==> src/rtl/heart_pkg.sv <==
// Shared types and default geometry for the heart sprite controller.
// The centre() helper computes the reset position inside the battle box.
package heart_pkg;

    typedef enum logic {
        NORMAL = 1'b0,
        INVULN = 1'b1
    } inv_state_t;

    localparam int         SPR_W_DEF      = 15;
    localparam int         SPR_H_DEF      = 15;
    localparam logic [7:0] TRANSP_DEF     = 8'h00;

    localparam int         BOX_X0_DEF     = 220;
    localparam int         BOX_X1_DEF     = 420;
    localparam int         BOX_Y0_DEF     = 250;
    localparam int         BOX_Y1_DEF     = 400;

    localparam int         STEP_DEF       = 2;
    localparam int         INV_FRAMES_DEF = 60;

    function automatic logic [9:0] centre(input int lo, input int hi, input int sz);
        return 10'((lo + hi - sz) / 2);
    endfunction

endpackage

==> src/rtl/heart_move.sv <==
// One axis of heart movement: steps once per frame tick and clamps to [LO, HI].
module heart_move
    import heart_pkg::*;
#(
    parameter int         LO      = BOX_X0_DEF,
    parameter int         HI      = BOX_X1_DEF - SPR_W_DEF,
    parameter int         STEP    = STEP_DEF,
    parameter logic [9:0] RST_POS = 10'd0
) (
    input  logic       i_clk2,
    input  logic       i_rst,
    input  logic       tick,
    input  logic       inc,
    input  logic       dec,
    output logic [9:0] pos
);

    localparam logic signed [10:0] LO_S   = 11'(LO);
    localparam logic signed [10:0] HI_S   = 11'(HI);
    localparam logic signed [10:0] STEP_S = 11'(STEP);

    logic signed [10:0] cur;
    logic signed [10:0] moved;
    logic signed [10:0] nxt;

    // Signed 11-bit arithmetic lets a step below zero clamp instead of wrapping.
    always_comb begin
        cur   = signed'({1'b0, pos});
        moved = cur;
        if (inc && !dec) begin
            moved = cur + STEP_S;
        end else if (dec && !inc) begin
            moved = cur - STEP_S;
        end
        nxt = moved;
        if (moved < LO_S) begin
            nxt = LO_S;
        end else if (moved > HI_S) begin
            nxt = HI_S;
        end
    end

    always_ff @(posedge i_clk2) begin
        if (i_rst) begin
            pos <= RST_POS;
        end else if (tick) begin
            pos <= 10'(nxt);
        end
    end

endmodule

==> src/rtl/heart_sprite_ctrl.sv <==
// Heart sprite controller: position, ROM addressing, pixel pipeline and blink.
// Define HEART_BLINK_EN to build the post-hit invulnerability FSM and blink.
module heart_sprite_ctrl
    import heart_pkg::*;
#(
    parameter int         SPR_W      = SPR_W_DEF,
    parameter int         SPR_H      = SPR_H_DEF,
    parameter int         BOX_X0     = BOX_X0_DEF,
    parameter int         BOX_X1     = BOX_X1_DEF,
    parameter int         BOX_Y0     = BOX_Y0_DEF,
    parameter int         BOX_Y1     = BOX_Y1_DEF,
    parameter int         STEP       = STEP_DEF,
    parameter int         INV_FRAMES = INV_FRAMES_DEF,
    parameter logic [7:0] TRANSP     = TRANSP_DEF
) (
    input  logic       i_clk2,
    input  logic       i_rst,
    input  logic [9:0] i_x,
    input  logic [9:0] i_y,
    input  logic       i_frame_tick,
    input  logic       i_up,
    input  logic       i_down,
    input  logic       i_left,
    input  logic       i_right,
    input  logic       i_hit,
    output logic [9:0] o_rom_addr,
    input  logic [7:0] i_rom_data,
    output logic [7:0] o_pixel,
    output logic       o_pixel_valid,
    output logic [9:0] o_heart_x,
    output logic [9:0] o_heart_y,
    output logic       o_invuln
);

    localparam logic [9:0] X_RST = centre(BOX_X0, BOX_X1, SPR_W);
    localparam logic [9:0] Y_RST = centre(BOX_Y0, BOX_Y1, SPR_H);

    heart_move #(
        .LO     (BOX_X0),
        .HI     (BOX_X1 - SPR_W),
        .STEP   (STEP),
        .RST_POS(X_RST)
    ) u_move_x (
        .i_clk2(i_clk2),
        .i_rst (i_rst),
        .tick  (i_frame_tick),
        .inc   (i_right),
        .dec   (i_left),
        .pos   (o_heart_x)
    );

    heart_move #(
        .LO     (BOX_Y0),
        .HI     (BOX_Y1 - SPR_H),
        .STEP   (STEP),
        .RST_POS(Y_RST)
    ) u_move_y (
        .i_clk2(i_clk2),
        .i_rst (i_rst),
        .tick  (i_frame_tick),
        .inc   (i_down),
        .dec   (i_up),
        .pos   (o_heart_y)
    );

    logic visible;

`ifdef HEART_BLINK_EN
    localparam int CW = $clog2(INV_FRAMES + 1);

    inv_state_t    state, state_nx;
    logic [CW-1:0] cnt, cnt_nx;

    always_ff @(posedge i_clk2) begin
        if (i_rst) begin
            state <= NORMAL;
            cnt   <= '0;
        end else begin
            state <= state_nx;
            cnt   <= cnt_nx;
        end
    end

    // A hit during invulnerability is ignored; the tick that empties the counter ends it.
    always_comb begin
        state_nx = state;
        cnt_nx   = cnt;
        case (state)
            NORMAL: begin
                if (i_hit) begin
                    cnt_nx   = CW'(INV_FRAMES);
                    state_nx = INVULN;
                end
            end
            INVULN: begin
                if (i_frame_tick) begin
                    cnt_nx = cnt - CW'(1);
                    if (cnt == CW'(1)) begin
                        state_nx = NORMAL;
                    end
                end
            end
        endcase
    end

    assign o_invuln = (state == INVULN);
    assign visible  = (state == NORMAL) || !cnt[2];
`else
    localparam int unused_inv_frames = INV_FRAMES;
    logic unused_hit;

    assign unused_hit = i_hit;
    assign o_invuln   = 1'b0;
    assign visible    = 1'b1;
`endif

    logic [9:0] dx, dy, addr_c;
    logic       in_spr;

    // Unsigned wrap-around makes scan positions left of / above the heart look huge.
    always_comb begin
        dx     = i_x - o_heart_x;
        dy     = i_y - o_heart_y;
        in_spr = (dx < 10'(SPR_W)) && (dy < 10'(SPR_H));
        addr_c = '0;
        if (in_spr) begin
            addr_c = dy * 10'(SPR_W) + dx;
        end
    end

    logic in_spr_d1, vis_d1, in_spr_d2, vis_d2, pix_ok;

    assign pix_ok = in_spr_d2 && vis_d2 && (i_rom_data != TRANSP);

    // Flags ride two stages to line up with the ROM's registered read data.
    always_ff @(posedge i_clk2) begin
        if (i_rst) begin
            o_rom_addr    <= '0;
            in_spr_d1     <= 1'b0;
            vis_d1        <= 1'b0;
            in_spr_d2     <= 1'b0;
            vis_d2        <= 1'b0;
            o_pixel       <= '0;
            o_pixel_valid <= 1'b0;
        end else begin
            o_rom_addr    <= addr_c;
            in_spr_d1     <= in_spr;
            vis_d1        <= visible;
            in_spr_d2     <= in_spr_d1;
            vis_d2        <= vis_d1;
            o_pixel       <= pix_ok ? i_rom_data : 8'h00;
            o_pixel_valid <= pix_ok;
        end
    end

endmodule

==> config.mk <==
export PLATFORM = sky130hd
export DESIGN_NAME = heart_sprite_ctrl
export DESIGN_NICKNAME = d
export VERILOG_FILES = /design/src/rtl/heart_pkg.sv /design/src/rtl/heart_move.sv /design/src/rtl/heart_sprite_ctrl.sv
export SDC_FILE = /design/constraint.sdc
export NUM_CORES = 1
export LEC_CHECK = 0
export ABC_CLOCK_PERIOD_IN_PS = 5900
export BUFFER_PORTS_ARGS = -buffer_cell sky130_fd_sc_hd__buf_2
export CORE_AREA = 2 2 121 87
export DETAILED_ROUTE_END_ITERATION = 10
export DIE_AREA = 0 0 123 89
export PLACE_DENSITY = 0.68
export SYNTH_ARGS = -nofsm -noshare
export SYNTH_HDL_FRONTEND = slang
export SYNTH_SLANG_ARGS = --single-unit
==> constraint.sdc <==
create_clock -name i_clk2 -period 5.9 [get_ports i_clk2]
set_input_delay 1.18 -clock i_clk2 [delete_from_list [all_inputs] [get_ports i_clk2]]
set_output_delay 1.18 -clock i_clk2 [all_outputs]
set_load 0.03 [all_outputs]
# Word-level counts from Yosys, hierarchy flattened

Index checks and enable logic that the tools add are counted.
Widths: inputs -> output; s select.

$mul: 1
Reduce and logical (&&, ||, !) cells: 14
Add/subtract/negate cells: 7
Equality and inequality tests: 0
Multiplexer cells: 9
Bitwise operators: 2
$lt $le $gt $ge: 6
Shifts and indexed selects: 0
Div/mod/pow operators: 0

Operators with widths:

| cell                  | count |
|---|---|
| $mux 11               | 4 |
| $mux 10               | 4 |
| $add 10x2->11 const B | 2 |
| $gt 11x10->1 const B  | 2 |
| $lt 11x9->1 const B   | 2 |
| $sub 10x2->11 const B | 2 |
| $lt 10x4->1 const B   | 2 |
| $sub 10x10->10        | 2 |
| $add 10x10->10        | 1 |
| $mul 10x4->10 const B | 1 |
| $reduce_bool 8->1     | 1 |
| $logic_and 1x1->1     | 7 |
| $logic_not 1->1       | 4 |
| $reduce_or 2->1       | 2 |
| $not 1->1             | 2 |
| $mux 1                | 1 |

Memories: 0
Bits in registers: 43
Logic and storage cells: 48
Bits in writable memories: 0
Bits of input ports: 36
ROM bits: 0
Output and inout bits: 40
Latch bits: 0

# Depth between registers and ports, before layout

Gate-level depths: netlist of run 1.

Word-level depth: 7
Depth in mapped cells: 20
Gate-level depth less buffers: 20

# Hierarchy

From an unflattened synthesis of run 1, not the netlist that was laid out.

Cells, all modules: 531
Area total of the unflattened synthesis: 4429.2 um2

By module, submodules not included:

| module                | area each (um2) | seq. area each (um2) | instances | cells an instance |
|---|---|---|---|---|
| heart_sprite_ctrl     | 2596.2          | 460.4                | 1         | 308 |
| heart_move (u_move_x) | 940.9           | 200.2                | 1         | 111 |
| heart_move (u_move_y) | 892.1           | 200.2                | 1         | 112 |

# Worst setup path before layout of run 1

Ideal clock, no wire load.

Path type: input to register
Start: input i_y[0]
End: register o_rom_addr[9]
Path slack: 0.295 ns
Stages: 19
Data arrival time: 5.501 ns
Required time: 5.797 ns
Setup time: 0.103 ns
Path buffers: 0
Cells stage by stage: inv_1 > ha_1 > inv_1 > fa_1 > a21oi_1 > o21bai_1 > xor2_1 > inv_1 > fa_1 > fa_1 > fa_1 > inv_1 > ha_1 > inv_1 > o21bai_1 > a21oi_1 > o2bb2ai_1 > xnor3_1 > a2111oi_2

Cells in the longest elaborated chain, start to end: 5
Elaborated cells on any way between the ends: 7
Classes of those cells: add/sub: 2; mul: 1; order compare: 1; bitwise: 1; reduce/logical: 2

Ends and longest elaborated chain:

| what                                                  | line                     | source |
|---|---|---|
| start, declared                                       | heart_sprite_ctrl.sv:19  | `input logic [9:0] i_y,` |
| $sub 10x10->10 (*)                                    | heart_sprite_ctrl.sv:123 | `dy = i_y - o_heart_y;` |
| branches (longest 4 deep; another with $mul 10x4->10) | n/a                      |  |
| end signal, assigned                                  | heart_sprite_ctrl.sv:146 | `o_rom_addr <= addr_c;` |
| end, declared                                         | heart_sprite_ctrl.sv:26  | `output logic [9:0] o_rom_addr,` |

Mark *: on every way between the ends.
A chain may end at the register's enable or synchronous reset.

# Worst setup path after layout of run 1

Same ends and word-level chain as after synthesis.

==> results of run 1 <==
-- timing repair --
action	CTS	global route
gates resized for setup	0	1
buffers inserted	0	0
endpoints found under the setup margin	0	1
-- worst register-to-register path: cells and delay by family (launching register included) --
family | cells | cell delay (ps)
flops | 1 | 500
xor+xnor | 2 | 740
buf+inv | 3 | 320
compound gates | 6 | 1040
fa+ha+maj | 5 | 2330
-- Yosys cell counts, drive strengths merged (11+ instances only) --
master,n
a2111oi,11
a21oi,25
and2,13
buf,11
dfxtp,43
fa,17
ha,40
inv,64
nand2,18
nand3,12
nor2,28
nor3,15
o21ai,19
xnor2,28
xor2,11
-- power by group through the flow --
stage / clock network, mW / registers [mW] / logic [mW]
4_1_cts: 0.284 / 0.325 / 1.97
2_1_floorplan: 0 / 0.344 / 1.53
3_3_place_gp: 0 / 0.331 / 1.91
3_5_place_dp: 0 / 0.332 / 1.96
6_report: 0.279 / 0.326 / 1.96
5_1_grt: 0.297 / 0.329 / 2.21
-- how the worst max path moves through the flow --
stage	endpoint	slack, ps	cells past startpoint
2_1_floorplan	o_rom_addr[9]$_SDFF_PP0_	300	19
3_3_place_gp	o_rom_addr[9]$_SDFF_PP0_	130	19
3_5_place_dp	o_rom_addr[9]$_SDFF_PP0_	40	19
4_1_cts	o_rom_addr[9]$_SDFF_PP0_	330	19
5_1_grt	o_rom_addr[9]$_SDFF_PP0_	8	19
6_report	o_rom_addr[9]$_SDFF_PP0_	370	19
-- per-layer routing --
layer	track usage [%]	vias up	share of wire, %
met2	29.9	137	42
li1	-	1898	-
met4	3.93	0	0.76
met1	29.9	1772	51
met3	3.19	6	6.8
met5	0	-	0
-- layout make-up --
cell class	count	area share, %
timing repair buffer	81	8.59
tap	128	3.23
clock buffer	5	2.53
inverter	65	4.93
multi-input combinational	362	62.9
clock inverter	3	0.480
sequential	43	17.4
-- metrics by stage --
step | worst slack, ps | util [%] | power [mW] | cells
2_1_floorplan | 295 | - | 1.87 | 485
3_3_place_gp | 134 | 49.5 | 2.24 | 679
3_5_place_dp | 36.1 | 49.5 | 2.29 | 679
4_1_cts | 326 | 51.1 | 2.58 | 687
5_1_grt | 8.13 | 51.1 | 2.83 | 687
6_report | 370 | 51.1 | 2.56 | 687
-- registers in the layout, summed over array words and instances, names as in the netlist, 8 cells and up --
register	flops
o_pixel	8
u_move_x.pos	10
o_rom_addr	10
u_move_y.pos	10
-- cells by family (layout without fill, tap and decap cells) --
group	after synthesis	after routing
buffers and inverters	80	154
AOI/OAI and AO/OA	124	124
and+or+nand+nor	135	135
other	1	1
DFF	43	43
xor gates and xnor gates	40	40
adders and majority gates	58	58
muxes	4	4
==> flow_summary_export.csv, run 1 <==
group,metric,value,unit
status,outcome,"finished, final reports clean",
logic_synthesis,synthDistinctLibCells,89,
setup_path,crit_family,"adder cells",
timing,hold_viol_final,0,
floorplan,start_util,44.6,%
drt,viasPerCell,5.55,
power_and_ir_drop,p_sw_share,46.6,%
floorplan,die_h,89,um
logic_synthesis,synth_top_area_share,19.9,%
cts,numCtsBuffers,5,
final_layout,design_area,4950,um^2
global_route,grt_first_pass_wirelength,17200,um
placed_design,place_area,4800,um^2
floorplan,rows,30,
timing,fmax,0.181,GHz
timing,fin_crit_sh,93.7,%
setup_path,endpoint_kind,"register",
drt,drtIter0Drc,264,
logic_synthesis,synth-seq-cells,43,
power_and_ir_drop,p_switching,1.19,mW
logic_synthesis,syn_avg_cell_area,8.90,um^2
cts,root_buffer,"clkbuf_16",
logic_synthesis,synth-warning-count,0,
drt,dr.pass1.iters,4,
timing,rsz0062_at_grt,"no",
logic_synthesis,async_flop_share,0,%
floorplan,die_area,10900,um^2
timing,worst_pin_slew,815,ps
logic_synthesis,synth_compound_area_share,24.2,%
placed_design,place.gp.congestion,0.897,
power_and_ir_drop,power.density,517,nW/um^2
cts,cts_tree,"yes",
drt,routed_wl,10600,um
timing,setup_viol,0,
floorplan,core_area,9680,um^2
drt,postRouteAntennaNets,0,
job,maxCapViolCount,0,
worst_hold_path,min_to,"vis_d2$_SDFF_PP0_",
power_and_ir_drop,p_int,1.37,mW
final_layout,n_fill_cell,894,
global_route,first_global_vias,3473,
floorplan,boundaryPins,76,
power_and_ir_drop,seqPwrFrac,12.7,%
final_layout,final_common_cell,"buf_2",
cts,cts-hold-fix-buffers,0,
setup_path,reg2reg_depth,16,
timing,whs,434,ps
setup_path,slowest_stage,"fa_1",
timing,finalSetupTns,0,ps
setup_path,criticalPathCategory,"in2reg",
logic_synthesis,netlist_area,4320,um^2
timing,fin_crit,5530,ps
final_layout,multi_input_area,3110,um^2
setup_path,max_stage_delay,550,ps
setup_path,required,6080,ps
cts,clk_pin_slew_worst_paths,70,ps
logic_synthesis,synth_flop_cell,"dfxtp_1",
cts,htree_levels,2,
logic_synthesis,yosysTopAreaCell,"dfxtp_1",
cts,clockBufferDepth,2,
global_route,grt_max_degree,20,
setup_path,cp.arrival,5710,ps
floorplan,fp.dieW,123,um
setup_path,cp_max_fo,3,
timing,maxSlewViolCount,0,
setup_path,path_cells,"buf_2, inv_1, ha_1, inv_1, fa_1, xor2_1, inv_1, fa_1, fa_1, fa_1, inv_1, ha_1, a21o_1, a21oi_1, o21bai_1, a21oi_1, o2bb2ai_1, xnor3_1, a2111oi_2",
cts,clock-sinks,43,
final_layout,drive_above_1_share,22.4,%
logic_synthesis,muxShareOfSynthArea,1.22,%
global_route,grt-ovfl-total,0,
setup_path,worstSetupStartpointType,"primary input",
final_layout,regArea,861,um^2
timing,final.setup_skew,5.76,ps
logic_synthesis,synth_area_leaders,"dfxtp_1 (20%), ha_1 (12%), fa_1 (7.9%)",
placed_design,hpwl,8660,um
logic_synthesis,seq_area_frac_synth,19.9,%
final_layout,diodes,0,
setup_path,startpoint,"i_y[0]",
final_layout,area_delta_synth_final,14.8,%
drt,vias,3813,
worst_hold_path,hold_depth,1,
final_layout,fin_nets,651,
power_and_ir_drop,p_comb_share,76.4,%
cts,clock_latency,290,ps
global_route,grt_use_total,19.9,%
power_and_ir_drop,power.leakage,2.24,nW
logic_synthesis,synthXorXnorAreaFrac,8.61,%
logic_synthesis,synth-adder-area-share,19.7,%
logic_synthesis,synth-edff-count,0,
power_and_ir_drop,max-vdd-ir-drop,0.476,mV
setup_path,regToRegSetupSlack,870,ps
setup_path,r2r_end,"o_rom_addr[9]$_SDFF_PP0_",
setup_path,r2r-start,"u_move_y.pos[1]$_SDFFE_PP0P_",
logic_synthesis,synth_cells,485,
logic_synthesis,syn-num-nets,578,
logic_synthesis,synth_top_family_by_area,"compound AO/OA/AOI/OAI gates",
final_layout,final_cell_mix,"buf_2 (73), inv_1 (64), dfxtp_1 (43)",
worst_hold_path,hp-start,"vis_d1$_DFF_P_",
timing,slew_headroom,45.5,%
drt,drc,0,
power_and_ir_drop,p_clk_share,10.9,%
worst_hold_path,worstHoldPathType,"reg2reg",
global_route,antenna_found_initial,0,
placed_design,port_buffers,73,
logic_synthesis,yosys.area_share.simple,17.9,%
drt,wire_per_inst,15.4,um
setup_path,path_buf_inv,5,
(Power assumes the default switching activity.)
==> inputs of run 2 (changes only) <==
--- a/config.mk
+++ b/config.mk
@@ -5,7 +5,7 @@
 export SDC_FILE = /design/constraint.sdc
 export NUM_CORES = 1
 export LEC_CHECK = 0
-export ABC_CLOCK_PERIOD_IN_PS = 5900
+export ABC_CLOCK_PERIOD_IN_PS = 4600
 export BUFFER_PORTS_ARGS = -buffer_cell sky130_fd_sc_hd__buf_2
 export CORE_AREA = 2 2 121 87
 export DETAILED_ROUTE_END_ITERATION = 10
==> constraint.sdc (replaced) <==
create_clock -name i_clk2 -period 4.6 [get_ports i_clk2]
set_input_delay 0.92 -clock i_clk2 [delete_from_list [all_inputs] [get_ports i_clk2]]
set_output_delay 0.92 -clock i_clk2 [all_outputs]
set_load 0.03 [all_outputs]
==> run 2 against run 1 <==
Against the previous run:
- the run now ends with negative setup slack left
- final cell count up 6.1%
- hold slack better by 5.2 ps
- utilization up 5.8 points
- setup slack worse by 490 ps
- via count up 6.5%
- clock-buffer cell count unchanged
- combinational power up 90%
- critical endpoint unchanged
- largest cell class unchanged
==> flow_summary_export.csv, run 2 (synthesis results as in run 1) <==
group,metric,value,unit
setup_path,startpoint,"i_y[0]",
floorplan,rows,30,
timing,worst_pin_slew,1160,ps
timing,hold_viol_final,0,
final_layout,n_fill_cell,866,
cts,root_buffer,"clkbuf_16",
global_route,first_global_vias,3824,
drt,viasPerCell,5.57,
timing,finalSetupTns,-119,ps
power_and_ir_drop,max-vdd-ir-drop,0.879,mV
status,violations,"negative setup slack",
cts,htree_levels,2,
cts,clock_latency,290,ps
timing,rsz0062_at_grt,"yes",
setup_path,cp_max_fo,2,
setup_path,path_cells,"buf_8, inv_12, ha_4, inv_2, fa_2, inv_2, fa_1, fa_1, fa_1, inv_2, ha_4, a21o_1, a21oi_2, o21bai_4, a21oi_4, o2bb2ai_2, xnor3_1, a2111oi_2",
setup_path,required,4790,ps
global_route,grt_first_pass_wirelength,18300,um
timing,fin_crit,4720,ps
job,maxCapViolCount,0,
final_layout,diodes,0,
setup_path,slowest_stage,"fa_1",
drt,dr.pass1.iters,5,
final_layout,fin_nets,693,
floorplan,fp.dieW,123,um
floorplan,start_util,44.6,%
timing,setup_viol,1,
drt,wire_per_inst,15.7,um
final_layout,area_delta_synth_final,27.9,%
drt,vias,4059,
global_route,grt_max_degree,20,
global_route,antenna_found_initial,0,
timing,maxSlewViolCount,0,
drt,routed_wl,11500,um
timing,fin_crit_sh,103,%
timing,fmax,0.212,GHz
timing,final.setup_skew,8.47,ps
setup_path,max_stage_delay,600,ps
drt,drtIter0Drc,252,
setup_path,worstSetupStartpointType,"primary input",
floorplan,die_area,10900,um^2
global_route,grt-ovfl-total,0,
placed_design,place.gp.congestion,0.884,
final_layout,reg_top3,"o_rom_addr x10, u_move_x.pos x10, u_move_y.pos x10",
cts,clk_pin_slew_worst_paths,70,ps
setup_path,cp.arrival,4910,ps
cts,clock-sinks,43,
drt,drc,0,
final_layout,final_cell_mix,"buf_2 (72), inv_1 (54), buf_4 (48)",
timing,slew_headroom,22.6,%
cts,cts-hold-fix-buffers,0,
floorplan,die_h,89,um
global_route,grt_use_total,21.0,%
cts,cts_tree,"yes",
floorplan,core_area,9680,um^2
timing,fin_ws,-119,ps
cts,numCtsBuffers,5,
placed_design,port_buffers,73,
worst_hold_path,worstHoldPathType,"reg2reg",
floorplan,boundaryPins,76,
worst_hold_path,hp-start,"in_spr_d1$_SDFF_PP0_",
setup_path,endpoint_kind,"register",
power_and_ir_drop,power.leakage,2.48,nW
final_layout,drive_above_1_share,33.6,%
placed_design,pre_cts_slack,-564,ps
setup_path,criticalPathCategory,"in2reg",
drt,postRouteAntennaNets,0,
power_and_ir_drop,power.density,817,nW/um^2
placed_design,hpwl,9020,um
status,outcome,"complete, but fails checks",
setup_path,r2r-start,"u_move_y.pos[0]$_SDFFE_PP1P_",
cts,clockBufferDepth,2,
final_layout,final_common_cell,"buf_2",
==> run 2: cell types whose count changed in the layout (fill, tap and decap cells not counted), sizes merged <==
cell	before	now
buf	81	123
==> run 2: power breakdown <==
part | switching (mW) | internal [mW] | leakage, nW | total, mW
Clock | 0.162 | 0.203 | 0.0664 | 0.365
Combinational | 1.80 | 1.93 | 2.07 | 3.73
Sequential | 0.0233 | 0.387 | 0.351 | 0.411
==> run 2: layer usage <==
layer / track usage, % / vias up / part of all wire (%)
li1: - / 1983 / -
met1: 29.7 / 1919 / 49
met2: 34.3 / 145 / 45
met3: 3.76 / 12 / 6.2
met4: 3.82 / 0 / 0.61
met5: 0 / - / 0
==> run 2: worst max-delay path, delay by kind of cell <==
| family | cells | cell delay [ps] |
|---|---|---|
| AOI/OAI and AO/OA | 6 | 960 |
| xor gates and xnor gates | 1 | 260 |
| adders and majority gates | 6 | 2500 |
| buffers and inverters | 5 | 300 |
==> run 2: cell type report <==
class	count	area, um^2	area share [%]
multi-input cells	362	3330	60.4
repair buffers	123	758	13.7
well taps	128	160	2.90
clock inverters	3	23.8	0.431
clock buffers	5	125	2.27
inverters	65	256	4.65
flip-flops and latches	43	861	15.6
==> run 2: what timing repair did <==
action | CTS | global route
endpoints found under the setup margin | 4 | 4
buffers inserted | 8 | 2
resized for setup | 12 | 18
pin swaps | 16 | 7
==> run 2: worst paths after layout <==
path                                            endpoint  slack [ps]  cells after the start
worst max-delay path            o_rom_addr[9]$_SDFF_PP0_        -120                     18
worst min-delay path                in_spr_d2$_SDFF_PP0_         440                      1
worst max register to register  o_rom_addr[9]$_SDFF_PP0_         250                     16
worst min register to register      in_spr_d2$_SDFF_PP0_         440                      1
==> run 2: metrics by stage <==
| stage | hold WS, ps | instances | area [um^2] | total power [mW] | util [%] |
|---|---|---|---|---|---|
| floorplan | 414 | 485 | 4440 | 2.70 | - |
| global placement | 421 | 711 | 5160 | 3.48 | 53.3 |
| detailed placement | 426 | 711 | 5160 | 3.55 | 53.3 |
| CTS | 441 | 727 | 5420 | 4.15 | 56.0 |
| global route | 457 | 729 | 5520 | 4.92 | 57.0 |
| finish | 439 | 729 | 5520 | 4.51 | 57.0 |
==> inputs of run 3 (changes only) <==
--- a/config.mk
+++ b/config.mk
@@ -5,12 +5,12 @@
 export SDC_FILE = /design/constraint.sdc
 export NUM_CORES = 1
 export LEC_CHECK = 0
-export ABC_CLOCK_PERIOD_IN_PS = 4600
+export ABC_CLOCK_PERIOD_IN_PS = 5300
 export BUFFER_PORTS_ARGS = -buffer_cell sky130_fd_sc_hd__buf_2
 export CORE_AREA = 2 2 121 87
 export DETAILED_ROUTE_END_ITERATION = 10
 export DIE_AREA = 0 0 123 89
-export PLACE_DENSITY = 0.68
+export PLACE_DENSITY = 0.65
 export SYNTH_ARGS = -nofsm -noshare
 export SYNTH_HDL_FRONTEND = slang
 export SYNTH_SLANG_ARGS = --single-unit
==> constraint.sdc (replaced) <==
create_clock -name i_clk2 -period 5.3 [get_ports i_clk2]
set_input_delay 1.06 -clock i_clk2 [delete_from_list [all_inputs] [get_ports i_clk2]]
set_output_delay 1.06 -clock i_clk2 [all_outputs]
set_load 0.03 [all_outputs]
==> run 3 against run 2 <==
Against the previous run:
- the flow now finishes without violations
- die area did not move
- register-to-register slack better by 280 ps
- power decreased by 30%
- clock-buffer cell count unchanged
- sequential cell count unchanged
- non-clock buffer count decreased by 22
- utilization is 3.7 points lower
- global-route usage decreased by 0.59 points
- clock skew shrank 0.93 ps
- critical path type unchanged
- highest routed layer unchanged
==> flow_summary_export.csv, run 3 (synthesis results as in run 1) <==
group,metric,value,unit
final_layout,fin_nets,671,
drt,routed_wl,10800,um
setup_path,criticalPathCategory,"in2reg",
status,outcome,"finished, final reports clean",
timing,fin_crit,5080,ps
final_layout,final_cell_mix,"buf_2 (73), inv_1 (63), dfxtp_1 (43)",
cts,cts-hold-fix-buffers,0,
global_route,first_global_vias,3584,
setup_path,cp.arrival,5260,ps
cts,clockBufferDepth,2,
worst_hold_path,hold_depth,1,
timing,finalSetupTns,0,ps
cts,numCtsBuffers,5,
setup_path,cp_max_fo,3,
power_and_ir_drop,finalPower,3.17,mW
final_layout,drive_above_1_share,26.6,%
timing,setup_viol,0,
worst_hold_path,hp-start,"in_spr_d1$_SDFF_PP0_",
power_and_ir_drop,power.leakage,2.36,nW
setup_path,r2r_end,"o_rom_addr[9]$_SDFF_PP0_",
final_layout,final_util,53.3,%
final_layout,diodes,0,
global_route,grt_use_total,20.5,%
drt,postRouteAntennaNets,0,
timing,slew_headroom,45.3,%
final_layout,final_common_cell,"buf_2",
floorplan,die_h,89,um
global_route,grt-ovfl-total,0,
drt,drtIter0Drc,151,
floorplan,core_area,9680,um^2
timing,hold_viol_final,0,
setup_path,required,5490,ps
global_route,antenna_found_initial,0,
placed_design,place.gp.congestion,0.893,
timing,final.setup_skew,7.54,ps
drt,viasPerCell,5.47,
final_layout,design_area,5160,um^2
power_and_ir_drop,max-vdd-ir-drop,0.519,mV
worst_hold_path,min_to,"in_spr_d2$_SDFF_PP0_",
cts,clock-sinks,43,
timing,fin_crit_sh,95.8,%
floorplan,boundaryPins,76,
global_route,grt_max_degree,20,
timing,maxSlewViolCount,0,
timing,worst_pin_slew,818,ps
setup_path,reg2reg_depth,18,
placed_design,place_area,4960,um^2
floorplan,fp.dieW,123,um
final_layout,area_delta_synth_final,19.6,%
setup_path,regToRegSetupSlack,530,ps
timing,fmax,0.197,GHz
final_layout,n_fill_cell,914,
cts,cts_setup_buffers,0,
timing,fin_ws,222,ps
floorplan,start_util,44.6,%
final_layout,regArea,861,um^2
final_layout,multi_input_area,3150,um^2
drt,vias,3870,
drt,wire_per_inst,15.2,um
drt,drc,0,
final_layout,reg_top3,"o_rom_addr x10, u_move_x.pos x10, u_move_y.pos x10",
job,maxCapViolCount,0,
setup_path,worstSetupStartpointType,"primary input",
final_layout,final_cells,707,
placed_design,port_buffers,73,
cts,root_buffer,"clkbuf_16",
worst_hold_path,worstHoldPathType,"reg2reg",
cts,cts_tree,"yes",
placed_design,dp_cells,699,
setup_path,r2r-start,"u_move_y.pos[1]$_SDFFE_PP0P_",
placed_design,hpwl,8580,um
cts,clk_pin_slew_worst_paths,60,ps
setup_path,endpoint_kind,"register",
drt,dr.pass1.iters,5,
placed_design,pre_cts_slack,-330,ps
global_route,grt_first_pass_wirelength,17800,um
timing,whs,436,ps
power_and_ir_drop,power.density,614,nW/um^2
cts,clock_latency,290,ps
floorplan,die_area,10900,um^2
cts,htree_levels,2,
floorplan,rows,30,
## run 3: cell count changes in the layout (fill, tap and decap cells not counted), sizes merged
cell,before,now
buf,123,101
bufinv,0,1
clkinv,1,3
clkinvlp,2,0
inv,65,64
## run 3: layout make-up
type / instances / area share [%]
clock buffers: 5 / 2.42
flip-flops and latches: 43 / 16.7
multi-input cells: 362 / 61.1
inverters: 65 / 4.73
clock inverters: 3 / 0.848
repair buffers: 101 / 11.1
well taps: 128 / 3.10
## run 3: worst max-delay path by stage
stage                      start                  endpoint  slack, ps
after global routing      i_y[0]  o_rom_addr[9]$_SDFF_PP0_         -5
after global placement    i_y[0]  o_rom_addr[9]$_SDFF_PP0_       -240
after detailed placement  i_y[0]  o_rom_addr[9]$_SDFF_PP0_       -330
after floorplan           i_y[0]  o_rom_addr[9]$_SDFF_PP0_          7
after CTS                 i_y[0]  o_rom_addr[9]$_SDFF_PP0_         30
final                     i_y[0]  o_rom_addr[9]$_SDFF_PP0_        220
## run 3: per-layer routing
layer / GRT usage (%) / wire [um] / vias to the layer above
met5: 0 / 0 / -
met4: 4.34 / 110 / 0
met3: 2.87 / 755 / 11
met2: 31.5 / 4460 / 137
met1: 30.5 / 5430 / 1788
li1: - / - / 1934
## run 3: worst max-delay path: stages
cell and delay (ps):
buf_2 90, inv_1 60, ha_1 140, inv_1 70, fa_2 390, xor2_2 210, inv_1 90, fa_1 570
fa_1 450, fa_1 520, inv_1 40, ha_1 290, a21o_1 180, a21oi_1 190, o21bai_1 120, a21oi_2 170
o2bb2ai_1 140, xnor3_1 280, a2111oi_2 210
## run 3: timing repair
action	in CTS	in global routing
hold endpoints to repair	0	0
endpoints found under the setup margin	1	2
pin swaps	0	4
gates resized for setup	1	5
## run 3: where the power goes
group | internal, mW | switching, mW | leakage (nW) | total, mW
clock | 0.223 | 0.139 | 0.0838 | 0.361
combinational | 1.21 | 1.24 | 1.92 | 2.44
sequential | 0.336 | 0.0272 | 0.351 | 0.363
total | 1.76 | 1.40 | 2.36 | 3.17
